## src/rtl/seq_pattern_ctrl.sv

```systemverilog
// ============================================================================
// Module   : seq_pattern_ctrl
// Brief    : Table-driven pattern sequencer with dwell, loop, stop and
//            config-write guard. Optional SEQ_PAUSE_EN adds a pause input.
// Revision : 1.0  initial release
// ============================================================================
`default_nettype none

module seq_pattern_ctrl #(
   parameter int DEPTH   = 4,
   parameter int VAL_W   = 3,
   parameter int DWELL_W = 4
) (
   input  logic                     clk,
   input  logic                     rst,
   input  logic                     cfg_we,
   input  logic [$clog2(DEPTH)-1:0] cfg_addr,
   input  logic [VAL_W-1:0]         cfg_data,
   input  logic                     start,
   input  logic                     stop,
   input  logic                     loop,
   input  logic [DWELL_W-1:0]       dwell,
`ifdef SEQ_PAUSE_EN
   input  logic                     pause,
`endif
   output logic [VAL_W-1:0]         count,
   output logic [$clog2(DEPTH)-1:0] step_idx,
   output logic                     busy,
   output logic                     done,
   output logic                     cfg_err
);

   localparam int AW = $clog2(DEPTH);
   localparam logic [AW-1:0] LAST_IDX = AW'(DEPTH - 1);

   typedef enum logic [0:0] {
      IDLE = 1'b0,
      RUN  = 1'b1
   } state_t;

   state_t               state_q;
   logic [VAL_W-1:0]     table_q [DEPTH];
   logic [VAL_W-1:0]     count_q;
   logic [AW-1:0]        idx_q;
   logic                 busy_q;
   logic                 done_q;
   logic                 cfg_err_q;
   logic [DWELL_W-1:0]   dwell_cnt_q;
   logic [DWELL_W-1:0]   dwell_q;
   logic                 loop_q;
   logic [AW-1:0]        idx_d;
   logic [VAL_W-1:0]     first_val_d;
   logic                 hold_d;

   function automatic logic [VAL_W-1:0] reset_val(input int i);
      case (i)
         1:       return VAL_W'(2);
         2:       return VAL_W'(3);
         3:       return VAL_W'(7);
         default: return '0;
      endcase
   endfunction

   assign idx_d = idx_q + 1'b1;
   // A write issued alongside start lands before the run reads entry 0.
   assign first_val_d = (cfg_we && (cfg_addr == '0)) ? cfg_data : table_q[0];

`ifdef SEQ_PAUSE_EN
   assign hold_d = pause;
`else
   assign hold_d = 1'b0;
`endif

   always_ff @(posedge clk or negedge rst) begin
      if (!rst) begin
         state_q     <= IDLE;
         count_q     <= '0;
         idx_q       <= '0;
         busy_q      <= 1'b0;
         done_q      <= 1'b0;
         cfg_err_q   <= 1'b0;
         dwell_cnt_q <= '0;
         dwell_q     <= '0;
         loop_q      <= 1'b0;
         for (int i = 0; i < DEPTH; i++) begin
            table_q[i] <= reset_val(i);
         end
      end else begin
         done_q    <= 1'b0;
         cfg_err_q <= 1'b0;
         case (state_q)
            IDLE: begin
               if (cfg_we) begin
                  table_q[cfg_addr] <= cfg_data;
               end
               if (start) begin
                  state_q     <= RUN;
                  loop_q      <= loop;
                  dwell_q     <= dwell;
                  dwell_cnt_q <= dwell;
                  idx_q       <= '0;
                  count_q     <= first_val_d;
                  busy_q      <= 1'b1;
               end
            end
            RUN: begin
               cfg_err_q <= cfg_we;
               if (stop) begin
                  state_q     <= IDLE;
                  count_q     <= '0;
                  idx_q       <= '0;
                  busy_q      <= 1'b0;
                  dwell_cnt_q <= '0;
               end else if (hold_d) begin
                  state_q <= RUN;
               end else if (dwell_cnt_q != '0) begin
                  dwell_cnt_q <= dwell_cnt_q - 1'b1;
               end else if (idx_q != LAST_IDX) begin
                  idx_q       <= idx_d;
                  count_q     <= table_q[idx_d];
                  dwell_cnt_q <= dwell_q;
               end else if (loop_q) begin
                  idx_q       <= '0;
                  count_q     <= table_q[0];
                  dwell_cnt_q <= dwell_q;
               end else begin
                  state_q <= IDLE;
                  count_q <= '0;
                  idx_q   <= '0;
                  busy_q  <= 1'b0;
                  done_q  <= 1'b1;
               end
            end
            default: state_q <= IDLE;
         endcase
      end
   end

   assign count    = count_q;
   assign step_idx = idx_q;
   assign busy     = busy_q;
   assign done     = done_q;
   assign cfg_err  = cfg_err_q;

endmodule

`default_nettype wire

```

## config.mk

```make
export PLATFORM = sky130hd
export DESIGN_NAME = seq_pattern_ctrl
export DESIGN_NICKNAME = d
export VERILOG_FILES = /design/src/rtl/seq_pattern_ctrl.sv
export SDC_FILE = /design/constraint.sdc
export NUM_CORES = 1
export LEC_CHECK = 0
export CAP_MARGIN = 10
export CELL_PAD_IN_SITES_DETAIL_PLACEMENT = 1
export CELL_PAD_IN_SITES_GLOBAL_PLACEMENT = 1
export CORE_ASPECT_RATIO = 0.75
export CORE_MARGIN = 2
export CORE_UTILIZATION = 42
export DETAILED_ROUTE_END_ITERATION = 16
export GPL_TIMING_DRIVEN = 0
export PLACE_DENSITY = 0.74
export SETUP_SLACK_MARGIN = 0.02
export SYNTH_ARGS = -nofsm -noshare
export SYNTH_HDL_FRONTEND = slang
export SYNTH_SLANG_ARGS = --single-unit
export TNS_END_PERCENT = 20
```

## constraint.sdc

```tcl
create_clock -name clk -period 2.67 [get_ports clk]
set_input_delay 0.534 -clock clk [delete_from_list [all_inputs] [get_ports clk]]
set_output_delay 0.534 -clock clk [all_outputs]
set_load 0.03 [all_outputs]
```

==> implementation parameters, run 1 <==
Parameter                              Value

Placement
  Final Wtd Congestion ... between 0.8 and 0.9
  I/O Buffers ... 22
  HPWL after detailed placement ... 2810 microns
  Worst setup slack before clock tree synthesis ... 0.164 ns

Synth
  Mapped Area ... 1520 sq um
  Post-synth cell types ... 35
  Number of standard cells after synthesis ... approximately 130
  Share of synthesized registers carrying an async set or reset ... 100%
  Top cells by count, synth ... sky130_fd_sc_hd__dfrtp_1 (24), sky130_fd_sc_hd__mux2_2 (17), sky130_fd_sc_hd__nor2_1 (15), sky130_fd_sc_hd__a21oi_1 (8), sky130_fd_sc_hd__nand2_1 (8)
  Portion of synthesized cell area occupied by the leading cell type ... 39.5%
  Yosys reg bits ... 30
  Warning count from the yosys run ... 0
  Library cell with the largest summed area after synthesis ... sky130_fd_sc_hd__dfrtp_1
  Main flop type after synthesis ... sky130_fd_sc_hd__dfrtp_1
  Number of enable flip-flop cells after synthesis ... 0
  Sequential-to-total area share from yosys stat ... 49.9%
  Post-synthesis net count ... 150
  Most frequent cell after synthesis ... sky130_fd_sc_hd__dfrtp_1
  Leading cell types by total area after synthesis ... sky130_fd_sc_hd__dfrtp_1 (40%), sky130_fd_sc_hd__mux2_2 (13%), sky130_fd_sc_hd__dfstp_2 (10%), sky130_fd_sc_hd__mux4_2 (4.4%), sky130_fd_sc_hd__nor2_1 (3.7%)
  Mean post-synth cell area ... 11.5 sq um

Clocking
  CTS buffer count ... 5
  Post-cts resize count ... 0
  Clock tree from TritonCTS ... built
  Reg clk slew, reported paths ... 0.06 ns
  Total clock sinks ... 30
  Maximum count of clock buffers along a single path ... 2
  CTS H-tree depth ... 2
  Post-CTS setup buffers ... 0
  CTS root buf ... sky130_fd_sc_hd__clkbuf_8
  Cts hold-fix bufs ... 0
  Clock Latency Late Sink ... 0.29 ns

Timing
  Post-Route Hold Slack ... 0.511 ns
  Unrepaired setup endpoints after global routing ... no
  Final hold violation count ... 0
  Minimum setup slack in the final design ... 0.457 ns
  Crit path time final ... about 2.2 ns
  Setup violations, final ... 0
  Worst setup skew after layout ... 0.00700 ns
  Final Cycle Share ... between 80% and 90%
  Actual transition at the worst max-transition pin ... 0.841 ns
  Worst slew margin ... a little over two fifths
  Max Clk Rate ... 452 MHz
  TNS Setup ... 0 ns
  Fin. max-slew vios ... 0

Global route
  Vias in the first global route ... 1191
  Overflow after GRT ... 0
  Global-route total usage across every layer ... 20.1%
  First-pass GRT wire length ... between 6000 and 7000 microns
  Largest net degree at the start of global routing ... 21
  Antenna violations before repair ... 0

Layout
  Area added between synthesis and finish ... 24.8%
  Core occupancy in the finished layout ... 56.1%
  Combined area of the multi-input logic cells ... 723 sq um
  Final #Nets ... 180
  Number of fill cells in the layout ... 367
  Sequential cell area ... 758 sq um
  Antenna diodes ... 0
  Fraction of final layout cells sized beyond drive strength 1 ... 23.3%

Worst setup path
  Maximum fanout along the worst path ... 6
  Critical path startpoint category ... primary input
  Crit-path cells ... clkdlybuf4s50_1 > nor2b_1 > nor3b_1 > mux2_2
  CP arrival ... 2.39 ns
  Slowest cell delay on critical path ... 0.72 ns
  Setup CP Type ... in -> reg
  Critical-path top delay cell ... sky130_fd_sc_hd__nor3b_1
  Data required time of the worst path ... 2.84 ns
  Kind of capture point of the worst setup path ... flop

Floorplan
  Die boundary width ... 73.4 microns
  Die Ht ... between 50 and 60 microns
  Core area ... 3380 sq um
  Top-level port count ... 23
  Floorplan die area ... 4120 sq um
  Std cell rows ... 18
  Starting density of the core ... 45.0%

Detailed routing
  Wire length per cell ... 17.7 microns
  Via/cell ratio ... 5.76
  Detailed Routing Iterations Pass 1 ... 4
  Number of design rule violations left after detail routing ... 0
  Number of nets with antenna violations after routing ... 0
  First DRT Iteration DRCs ... 35
  Total routed wirelength ... about 3600 microns
  Vias ... 1169

Run
  Max cap viols ... 0

Power
  Peak supply drop ... 518 uV
  Pwr Total ... 1.63 mW
  Power per cell area ... about 860 nW/um^2
  Pleak ... 0.746 nW

Status
  Outcome ... completed

Worst hold path
  Hold WC Path Type ... reg -> reg
## worst max-delay path: cells and delay by family
kind	cells	cell delay, ns
and+or+nand+nor	2	0.96
buffers and inverters	1	0.48
muxes	1	0.41
## flip-flops by register name (all words and copies together), names as in the netlist
| name | cells |
|---|---|
| busy | 1 |
| table_q | 12 |
| count | 3 |
| state_q | 1 |
| dwell_cnt_q | 4 |
| cfg_err | 1 |
| done | 1 |
| step_idx | 2 |
| dwell_q | 4 |
| loop_q | 1 |
## through the flow
step	instance area [sq um]	std cells
floorplan	1520	132
global placement	1790	194
detailed placement	1800	195
CTS	1900	203
global route	1900	203
finish	1900	203
## power by group
group / internal [mW] / total (mW) / switching [mW]
combinational: 0.283 / 0.551 / 0.268
clock: 0.208 / 0.382 / 0.175
sequential: 0.596 / 0.695 / 0.0990
total: 1.09 / 1.63 / 0.542
## metal layers
layer  vias to the layer above  global-route usage (%)  routed length (microns)
li1                        541                       -                        -
met1                       589                    29.9                     1820
met2                        34                    27.0                     1560
met3                         5                    8.33                      181
met4                         0                    4.68                       38
met5                         -                       0                        0
## cell families (layout without fill, tap and decap cells)
logic type | Yosys count | count (layout) | synth area share, %
AND/OR/NAND/NOR | 48 | 48 | 16.4
flip-flops | 30 | 30 | 49.9
AO/OA/AOI/OAI | 23 | 23 | 11.7
multiplexers | 20 | 20 | 17.1
buffers and inverters | 8 | 39 | 2.47
adder cells (fa/ha/maj) | 3 | 3 | 2.47
## layout by cell type, fill, tap and decap left out, types with 4 or more instances in the layout
cell,instances
sky130_fd_sc_hd__nor2b_1,6
sky130_fd_sc_hd__inv_1,4
sky130_fd_sc_hd__mux2_2,17
sky130_fd_sc_hd__nand2_1,8
sky130_fd_sc_hd__nor3b_1,5
sky130_fd_sc_hd__clkdlybuf4s50_1,22
sky130_fd_sc_hd__a21oi_1,8
sky130_fd_sc_hd__clkbuf_8,6
sky130_fd_sc_hd__dfrtp_1,24
sky130_fd_sc_hd__nor2_1,15
sky130_fd_sc_hd__dfstp_2,6
## final cells by class
type,count,area share [%]
Timing Repair Buffer,23,12.4
Buffer,4,1.19
Multi-Input combinational cell,94,38.2
Sequential cell,30,40.0
Inverter,4,0.792
Clock inverter,1,0.264
Tap cell,40,2.64
Clock buffer,7,4.55
## worst paths after layout
| check | slack (ns) | to | cells after the start | from |
|---|---|---|---|---|
| worst max register to register | 0.54 | dwell_cnt_q[2]$_DFFE_PN0P_ | 7 | dwell_cnt_q[0]$_DFFE_PN0P_ |
| min in group asynchronous | 0.60 | dwell_cnt_q[1]$_DFFE_PN0P_ | 1 | rst |
| worst min-delay path | 0.51 | table_q[8]$_DFFE_PN0P_ | 1 | table_q[8]$_DFFE_PN0P_ |
| worst min register to register | 0.51 | table_q[8]$_DFFE_PN0P_ | 1 | table_q[8]$_DFFE_PN0P_ |
| max in group asynchronous | 1.46 | table_q[2]$_DFFE_PN1P_ | 2 | rst |
| worst max-delay path | 0.46 | table_q[9]$_DFFE_PN0P_ | 4 | cfg_we |
Power figures use the tool's default switching activity.
==> run 2, diff against run 1 <==
--- a/config.mk
+++ b/config.mk
@@ -10,10 +10,10 @@
 export CELL_PAD_IN_SITES_GLOBAL_PLACEMENT = 1
 export CORE_ASPECT_RATIO = 0.75
 export CORE_MARGIN = 2
-export CORE_UTILIZATION = 42
+export CORE_UTILIZATION = 38
 export DETAILED_ROUTE_END_ITERATION = 16
 export GPL_TIMING_DRIVEN = 0
-export PLACE_DENSITY = 0.74
+export PLACE_DENSITY = 0.71
 export SETUP_SLACK_MARGIN = 0.02
 export SYNTH_ARGS = -nofsm -noshare
 export SYNTH_HDL_FRONTEND = slang
==> constraint.sdc (replaced) <==
create_clock -name clk -period 1.8 [get_ports clk]
set_input_delay 0.36 -clock clk [delete_from_list [all_inputs] [get_ports clk]]
set_output_delay 0.36 -clock clk [all_outputs]
set_load 0.03 [all_outputs]
==> run 2 against run 1 <==
Net effect:
- the flow now finishes with violations (negative setup slack)
- worst hold slack lost 0.028 ns
- clock skew down 0.0019 ns
- critical path depth is 4 higher
- count of clock-buffer cells in the layout unchanged
- critical path type is now reg -> reg
- routed wire length grew 6.9%
- critical endpoint is now dwell_cnt_q[3]$_DFFE_PN0P_
- sequential share of layout area shrank 3.7 points
- combinational power is 73% higher
==> implementation parameters, run 2 (synthesized netlist as in run 1, its figures left out) <==
Parameter                              Value

Status
  Outcome ... complete, but fails checks (was completed)
  Violations in the final reports ... negative setup slack

Clocking
  Cts hold-fix bufs ... 0 (unchanged)
  Reg clk slew, reported paths ... 0.06 ns (about the same)
  CTS H-tree depth ... 2 (unchanged)
  CTS buffer count ... 5 (unchanged)
  CTS root buf ... sky130_fd_sc_hd__clkbuf_8 (unchanged)
  Clock tree from TritonCTS ... built (unchanged)
  Maximum count of clock buffers along a single path ... 2 (unchanged)
  Clock Latency Late Sink ... 0.29 ns (about the same)
  Total clock sinks ... 30 (unchanged)

Global route
  Antenna violations before repair ... 0 (unchanged)
  Largest net degree at the start of global routing ... 21 (unchanged)
  First-pass GRT wire length ... 6450 microns (was 6110 microns)
  Overflow after GRT ... 0 (unchanged)
  Vias in the first global route ... 1273 (was 1191)
  Global-route total usage across every layer ... 19.0% (was 20.1%)

Worst setup path
  Slowest cell delay on critical path ... 0.40 ns (was 0.72 ns)
  CP arrival ... 2.07 ns (was 2.39 ns)
  Data required time of the worst path ... 1.97 ns (was 2.84 ns)
  Most frequent cell on the critical path ... sky130_fd_sc_hd__buf_6
  Setup CP Type ... reg -> reg (was in -> reg)
  Maximum fanout along the worst path ... 7 (was 6)
  Crit-path cells ... inv_2 > ha_4 > or3b_1 > buf_6 > o32ai_4 > buf_6 > nor2b_4 > a21oi_2 (was clkdlybuf4s50_1 > nor2b_1 > nor3b_1 > mux2_2)
  Worst reg-to-reg setup slack ... -0.1 ns (was 0.54 ns)
  Critical path startpoint category ... flop (was primary input)
  Critical-path top delay cell ... sky130_fd_sc_hd__dfrtp_1 (was sky130_fd_sc_hd__nor3b_1)
  Kind of capture point of the worst setup path ... flop (unchanged)

Timing
  Final hold violation count ... 0 (unchanged)
  Final Cycle Share ... 106%
  Fin. max-slew vios ... 0 (unchanged)
  TNS Setup ... -0.365 ns (was 0 ns)
  Actual transition at the worst max-transition pin ... 0.667 ns (was 0.841 ns)
  Unrepaired setup endpoints after global routing ... yes (was no)
  Max Clk Rate ... 527 MHz
  Minimum setup slack in the final design ... -0.0991 ns (was 0.457 ns)
  Crit path time final ... 1.90 ns
  Worst setup skew after layout ... 0.00512 ns (was 0.00700 ns)
  Worst slew margin ... 55.4% (was 43.8%)
  Setup violations, final ... 4 (was 0)

Worst hold path
  Hold WC Path Type ... in -> async (was reg -> reg)

Floorplan
  Top-level port count ... 23 (unchanged)
  Die Ht ... 58.8 microns (was 56.1 microns)
  Floorplan die area ... 4520 sq um (was 4120 sq um)
  Core area ... 3760 sq um (was 3380 sq um)
  Die boundary width ... 77.0 microns (was 73.4 microns)
  Std cell rows ... 19 (was 18)
  Starting density of the core ... 40.4% (was 45.0%)

Detailed routing
  Detailed Routing Iterations Pass 1 ... 4 (unchanged)
  First DRT Iteration DRCs ... 65 (was 35)
  Vias ... 1198 (was 1169)
  Number of design rule violations left after detail routing ... 0 (unchanged)
  Total routed wirelength ... 3850 microns (was 3600 microns)
  Number of nets with antenna violations after routing ... 0 (unchanged)
  Via/cell ratio ... 5.32 (was 5.76)
  Wire length per cell ... 17.1 microns (was 17.7 microns)

Layout
  Commonest cells after routing, fill and taps aside ... sky130_fd_sc_hd__dfrtp_1 (24), sky130_fd_sc_hd__clkdlybuf4s50_1 (20), sky130_fd_sc_hd__mux2_2 (17), sky130_fd_sc_hd__nor2_1 (11) (was sky130_fd_sc_hd__dfrtp_1 (24), sky130_fd_sc_hd__clkdlybuf4s50_1 (22), sky130_fd_sc_hd__mux2_2 (17), sky130_fd_sc_hd__nor2_1 (15))
  Largest register by flop count ... table_q (unchanged)
  Final #Nets ... 190 (was 180)
  Combined area of the multi-input logic cells ... 810 sq um (was 723 sq um)
  Antenna diodes ... 0 (unchanged)
  Sequential cell area ... 758 sq um (unchanged)
  Number of fill cells in the layout ... 406 (was 367)
  Registers with the highest flip-flop counts ... table_q (12), dwell_cnt_q (4), dwell_q (4) (unchanged)
  Fraction of final layout cells sized beyond drive strength 1 ... 36.4% (was 23.3%)
  Most common library cell in the layout ignoring fill and taps ... sky130_fd_sc_hd__dfrtp_1 (unchanged)
  Area added between synthesis and finish ... 37.6% (was 24.8%)
  Max FFs per register ... 12 (unchanged)
  Core occupancy in the finished layout ... 55.6% (was 56.1%)

Power
  Power per cell area ... 1230 nW/um^2 (was 859 nW/um^2)
  Pleak ... 0.826 nW (was 0.746 nW)
  Peak supply drop ... 621 uV (was 518 uV)

Placement
  I/O Buffers ... 22 (unchanged)
  Final Wtd Congestion ... 0.737 (was 0.821)
  HPWL after detailed placement ... 2730 microns (was 2810 microns)

Run
  Max cap viols ... 0 (unchanged)
-- run 2: per-layer routing --
layer / wire, microns / up-vias / global-route usage [%]
met5: 0 / - / 0
li1: - / 561 / -
met3: 168 / 4 / 5.06
met4: 38 / 0 / 6.89
met2: 1740 / 25 / 29.2
met1: 1900 / 608 / 26.2
-- run 2: critical path, delay by kind of cell, from the launching register on --
family                   cells  cell delay, ns
flip-flops                   1            0.40
buffers and inverters        3            0.41
AO/OA/AOI/OAI                2            0.33
adder cells (fa/ha/maj)      1            0.15
AND/OR/NAND/NOR              2            0.49
-- run 2: layout make-up --
cell class              instances  share of cell area (%)
clock buffers                   7                    4.13
flip-flops and latches         30                    36.3
well taps                      52                    3.11
repair buffers                 33                    15.7
inverters                       4                   0.719
plain buffers                   4                    1.08
clock inverters                 1                   0.240
multi-input cells              94                    38.7
-- run 2: timing repair --
item / CTS / global route
endpoints found under the setup margin: 14 / 17
gates cloned: 0 / 0
resized for setup: 4 / 14
buffers inserted: 2 / 8
pin swaps: 4 / 5
-- run 2: final timing paths --
check                                                 from                    endpoint  depth (start not counted)
worst max-delay path            dwell_cnt_q[0]$_DFFE_PN0P_  dwell_cnt_q[3]$_DFFE_PN0P_                          8
worst min-delay path                                   rst      dwell_q[2]$_DFFE_PN0P_                          1
worst max register to register  dwell_cnt_q[0]$_DFFE_PN0P_  dwell_cnt_q[3]$_DFFE_PN0P_                          8
worst min register to register      dwell_q[3]$_DFFE_PN0P_      dwell_q[3]$_DFFE_PN0P_                          1
max in group asynchronous                              rst      table_q[3]$_DFFE_PN1P_                          2
min in group clk                    dwell_q[3]$_DFFE_PN0P_      dwell_q[3]$_DFFE_PN0P_                          1
-- run 2: power breakdown --
group | switching [mW] | internal, mW
logic | 0.440 | 0.511
registers | 0.159 | 0.884
clock network | 0.259 | 0.308
-- run 2: stage by stage --
stage | setup slack [ns] | hold WS [ns] | total power [mW] | cell area [sq um] | std cells
5_1_grt | -0.172 | 0.501 | 2.72 | 2090 | 225
6_report | -0.0991 | 0.482 | 2.56 | 2090 | 225
2_1_floorplan | 0.0152 | 0.0644 | 1.60 | 1540 | 132
3_3_place_gp | -0.521 | 0.489 | 1.86 | 1830 | 206
3_5_place_dp | -0.555 | 0.497 | 1.90 | 1860 | 207
4_1_cts | -0.137 | 0.479 | 2.48 | 1970 | 217
==> run 3, diff against run 2 <==
--- a/config.mk
+++ b/config.mk
@@ -9,7 +9,6 @@
 export CELL_PAD_IN_SITES_DETAIL_PLACEMENT = 1
 export CELL_PAD_IN_SITES_GLOBAL_PLACEMENT = 1
 export CORE_ASPECT_RATIO = 0.75
-export CORE_MARGIN = 2
 export CORE_UTILIZATION = 38
 export DETAILED_ROUTE_END_ITERATION = 16
 export GPL_TIMING_DRIVEN = 0
==> run 3 against run 2 <==
Net effect:
- the run still ends with negative setup slack left
- clock power is 2% lower
- final cell count is 0.44% lower
- sequential power hardly changed
- utilization is 0.22 points higher
- register-to-register slack hardly changed
- via count is 5.1% higher
- flip-flop and latch count stayed put
- sequential share of layout area is 0.087 points higher
- critical endpoint is now step_idx[1]$_DFFE_PN0P_
==> implementation parameters, run 3 (synthesized netlist as in run 1, its figures left out) <==
Parameter                              Value

Status
  Outcome ... complete, but fails checks (unchanged)
  Violations in the final reports ... negative setup slack (unchanged)

Clocking
  CTS root buf ... sky130_fd_sc_hd__clkbuf_8 (unchanged)
  Reg clk slew, reported paths ... 0.07 ns (was 0.06 ns)
  Maximum count of clock buffers along a single path ... 2 (unchanged)
  Clock Latency Late Sink ... 0.28 ns (was 0.29 ns)
  CTS buffer count ... 5 (unchanged)
  CTS H-tree depth ... 2 (unchanged)
  Cts hold-fix bufs ... 0 (unchanged)
  Total clock sinks ... 30 (unchanged)
  Clock tree from TritonCTS ... built (unchanged)

Timing
  Final hold violation count ... 0 (unchanged)
  Worst slew margin ... 53.3% (was 55.4%)
  Final Cycle Share ... 106% (about the same)
  Max Clk Rate ... 524 MHz (was 527 MHz)
  Setup violations, final ... 9 (was 4)
  Worst setup skew after layout ... 0.0100 ns (was 0.00512 ns)
  Crit path time final ... 1.91 ns (was 1.90 ns)
  Actual transition at the worst max-transition pin ... 0.699 ns (was 0.667 ns)
  Unrepaired setup endpoints after global routing ... yes (unchanged)
  Fin. max-slew vios ... 0 (unchanged)
  Minimum setup slack in the final design ... -0.108 ns (was -0.0991 ns)

Worst setup path
  Maximum fanout along the worst path ... 8 (was 7)
  Kind of capture point of the worst setup path ... flop (unchanged)
  Critical path startpoint category ... flop (unchanged)
  Data required time of the worst path ... 2.01 ns (was 1.97 ns)
  Slowest cell delay on critical path ... 0.45 ns (was 0.40 ns)
  Most frequent cell on the critical path ... sky130_fd_sc_hd__buf_4 (was sky130_fd_sc_hd__buf_6)
  Crit-path cells ... inv_2 > ha_4 > or3b_4 > buf_4 > a21oi_4 > buf_4 > nand3_1 > o21ai_0 (was inv_2 > ha_4 > or3b_1 > buf_6 > o32ai_4 > buf_6 > nor2b_4 > a21oi_2)
  Critical-path top delay cell ... sky130_fd_sc_hd__or3b_4 (was sky130_fd_sc_hd__dfrtp_1)
  CP arrival ... 2.12 ns (was 2.07 ns)
  Worst reg2reg path depth ... 8 (unchanged)
  Setup CP Type ... reg -> reg (unchanged)

Floorplan
  Die Ht ... 56.8 microns (was 58.8 microns)
  Top-level port count ... 23 (unchanged)
  Starting density of the core ... 40.7% (was 40.4%)
  Core area ... 3730 sq um (was 3760 sq um)
  Die boundary width ... 75.0 microns (was 77.0 microns)
  Std cell rows ... 19 (unchanged)
  Floorplan die area ... 4260 sq um (was 4520 sq um)

Layout
  Area added between synthesis and finish ... 37.2% (was 37.6%)
  Final #Nets ... 190 (unchanged)
  Max FFs per register ... 12 (unchanged)
  Commonest cells after routing, fill and taps aside ... sky130_fd_sc_hd__dfrtp_1 (24), sky130_fd_sc_hd__clkdlybuf4s50_1 (20), sky130_fd_sc_hd__mux2_2 (17), sky130_fd_sc_hd__nor2_1 (13) (was sky130_fd_sc_hd__dfrtp_1 (24), sky130_fd_sc_hd__clkdlybuf4s50_1 (20), sky130_fd_sc_hd__mux2_2 (17), sky130_fd_sc_hd__nor2_1 (11))
  Largest register by flop count ... table_q (unchanged)
  Fraction of final layout cells sized beyond drive strength 1 ... 34.9% (was 36.4%)
  Registers with the highest flip-flop counts ... table_q (12), dwell_cnt_q (4), dwell_q (4) (unchanged)
  Most common library cell in the layout ignoring fill and taps ... sky130_fd_sc_hd__dfrtp_1 (unchanged)
  Antenna diodes ... 0 (unchanged)
  Core occupancy in the finished layout ... 55.8% (was 55.6%)

Detailed routing
  Total routed wirelength ... 4540 microns (was 3850 microns)
  Number of design rule violations left after detail routing ... 0 (unchanged)
  Wire length per cell ... 20.3 microns (was 17.1 microns)
  Number of nets with antenna violations after routing ... 0 (unchanged)
  Vias ... 1259 (was 1198)
  Detailed Routing Iterations Pass 1 ... 6 (was 4)
  First DRT Iteration DRCs ... 49 (was 65)
  Via/cell ratio ... 5.62 (was 5.32)

Global route
  Vias in the first global route ... 1311 (was 1273)
  Largest net degree at the start of global routing ... 19 (was 21)
  Antenna violations before repair ... 0 (unchanged)
  Overflow after GRT ... 0 (unchanged)
  First-pass GRT wire length ... 6800 microns (was 6450 microns)
  Global-route total usage across every layer ... 22.7% (was 19.0%)

Power
  Power per cell area ... 1240 nW/um^2 (was 1230 nW/um^2)
  Pleak ... 0.833 nW (was 0.826 nW)
  Pwr Total ... 2.59 mW (was 2.56 mW)
  Peak supply drop ... 516 uV (was 621 uV)

Run
  Max cap viols ... 0 (unchanged)

Placement
  I/O Buffers ... 22 (unchanged)
  Worst setup slack before clock tree synthesis ... -0.590 ns (was -0.555 ns)
  Final Wtd Congestion ... 0.736 (was 0.737)
  HPWL after detailed placement ... 2820 microns (was 2730 microns)

Worst hold path
  Hold WC Path Type ... in -> async (unchanged)
==> run 3: cell types whose count changed in the layout (fill, tap and decap cells not counted), sizes merged <==
cell / delta
clkinv: -1
dlymetal6s2s: +1
dlygate4sd2: -1
==> run 3: power breakdown <==
| group | switching (mW) | internal [mW] | total (mW) |
|---|---|---|---|
| Clock | 0.255 | 0.303 | 0.558 |
| Sequential | 0.169 | 0.884 | 1.05 |
| Combinational | 0.465 | 0.516 | 0.981 |
==> run 3: final timing paths <==
path | start | end | slack (ns)
setup / recovery | dwell_cnt_q[1]$_DFFE_PN0P_ | step_idx[1]$_DFFE_PN0P_ | -0.11
hold / removal | rst | table_q[5]$_DFFE_PN0P_ | 0.50
setup reg to reg | dwell_cnt_q[1]$_DFFE_PN0P_ | step_idx[1]$_DFFE_PN0P_ | -0.11
hold reg to reg | table_q[8]$_DFFE_PN0P_ | table_q[8]$_DFFE_PN0P_ | 0.51
max in group asynchronous | rst | table_q[4]$_DFFE_PN1P_ | 0.69
min in group clk | table_q[8]$_DFFE_PN0P_ | table_q[8]$_DFFE_PN0P_ | 0.51
==> run 3: cell type report <==
type / count / area [sq um]
clock buffer: 7 / 86.3
inverter: 4 / 15.0
buffer: 3 / 11.3
timing repair buffer: 34 / 352
multi-input combinational: 94 / 797
sequential: 30 / 758
tap: 52 / 65.1
fill: 400 / 1650
==> run 3: per-layer routing <==
metal	vias up	track usage [%]	wire length [microns]
met5	-	0	0
met4	0	8.09	119
met3	11	7.36	234
met2	35	34.9	2200
met1	650	29.6	1980
li1	563	-	-
==> run 3: worst max-delay path: cells and delay by family (launching register included) <==
family | cells | cell delay [ns]
AOI/OAI and AO/OA | 2 | 0.29
and+or+nand+nor | 2 | 0.54
DFF | 1 | 0.41
adders and majority gates | 1 | 0.15
buffers and inverters | 3 | 0.44
==> run 3: metrics by stage <==
| step | hold WS, ns | instance area, sq um | setup TNS (ns) | instances |
|---|---|---|---|---|
| 4_1_cts | 0.510 | 1980 | -0.781 | 217 |
| 6_report | 0.501 | 2080 | -0.784 | 224 |
| 3_5_place_dp | 0.495 | 1860 | -5.86 | 207 |
| 5_1_grt | 0.535 | 2080 | -1.53 | 224 |
| 3_3_place_gp | 0.489 | 1830 | -9.15 | 206 |
| 2_1_floorplan | 0.0644 | 1540 | 0 | 132 |
==> run 3: timing repair <==
item / 4_1_cts / 5_1_grt
resized for setup: 4 / 13
pin swaps: 2 / 7
endpoints found under the setup margin: 13 / 17
endpoints found under the hold margin: 0 / 0
setup buffers: 3 / 8
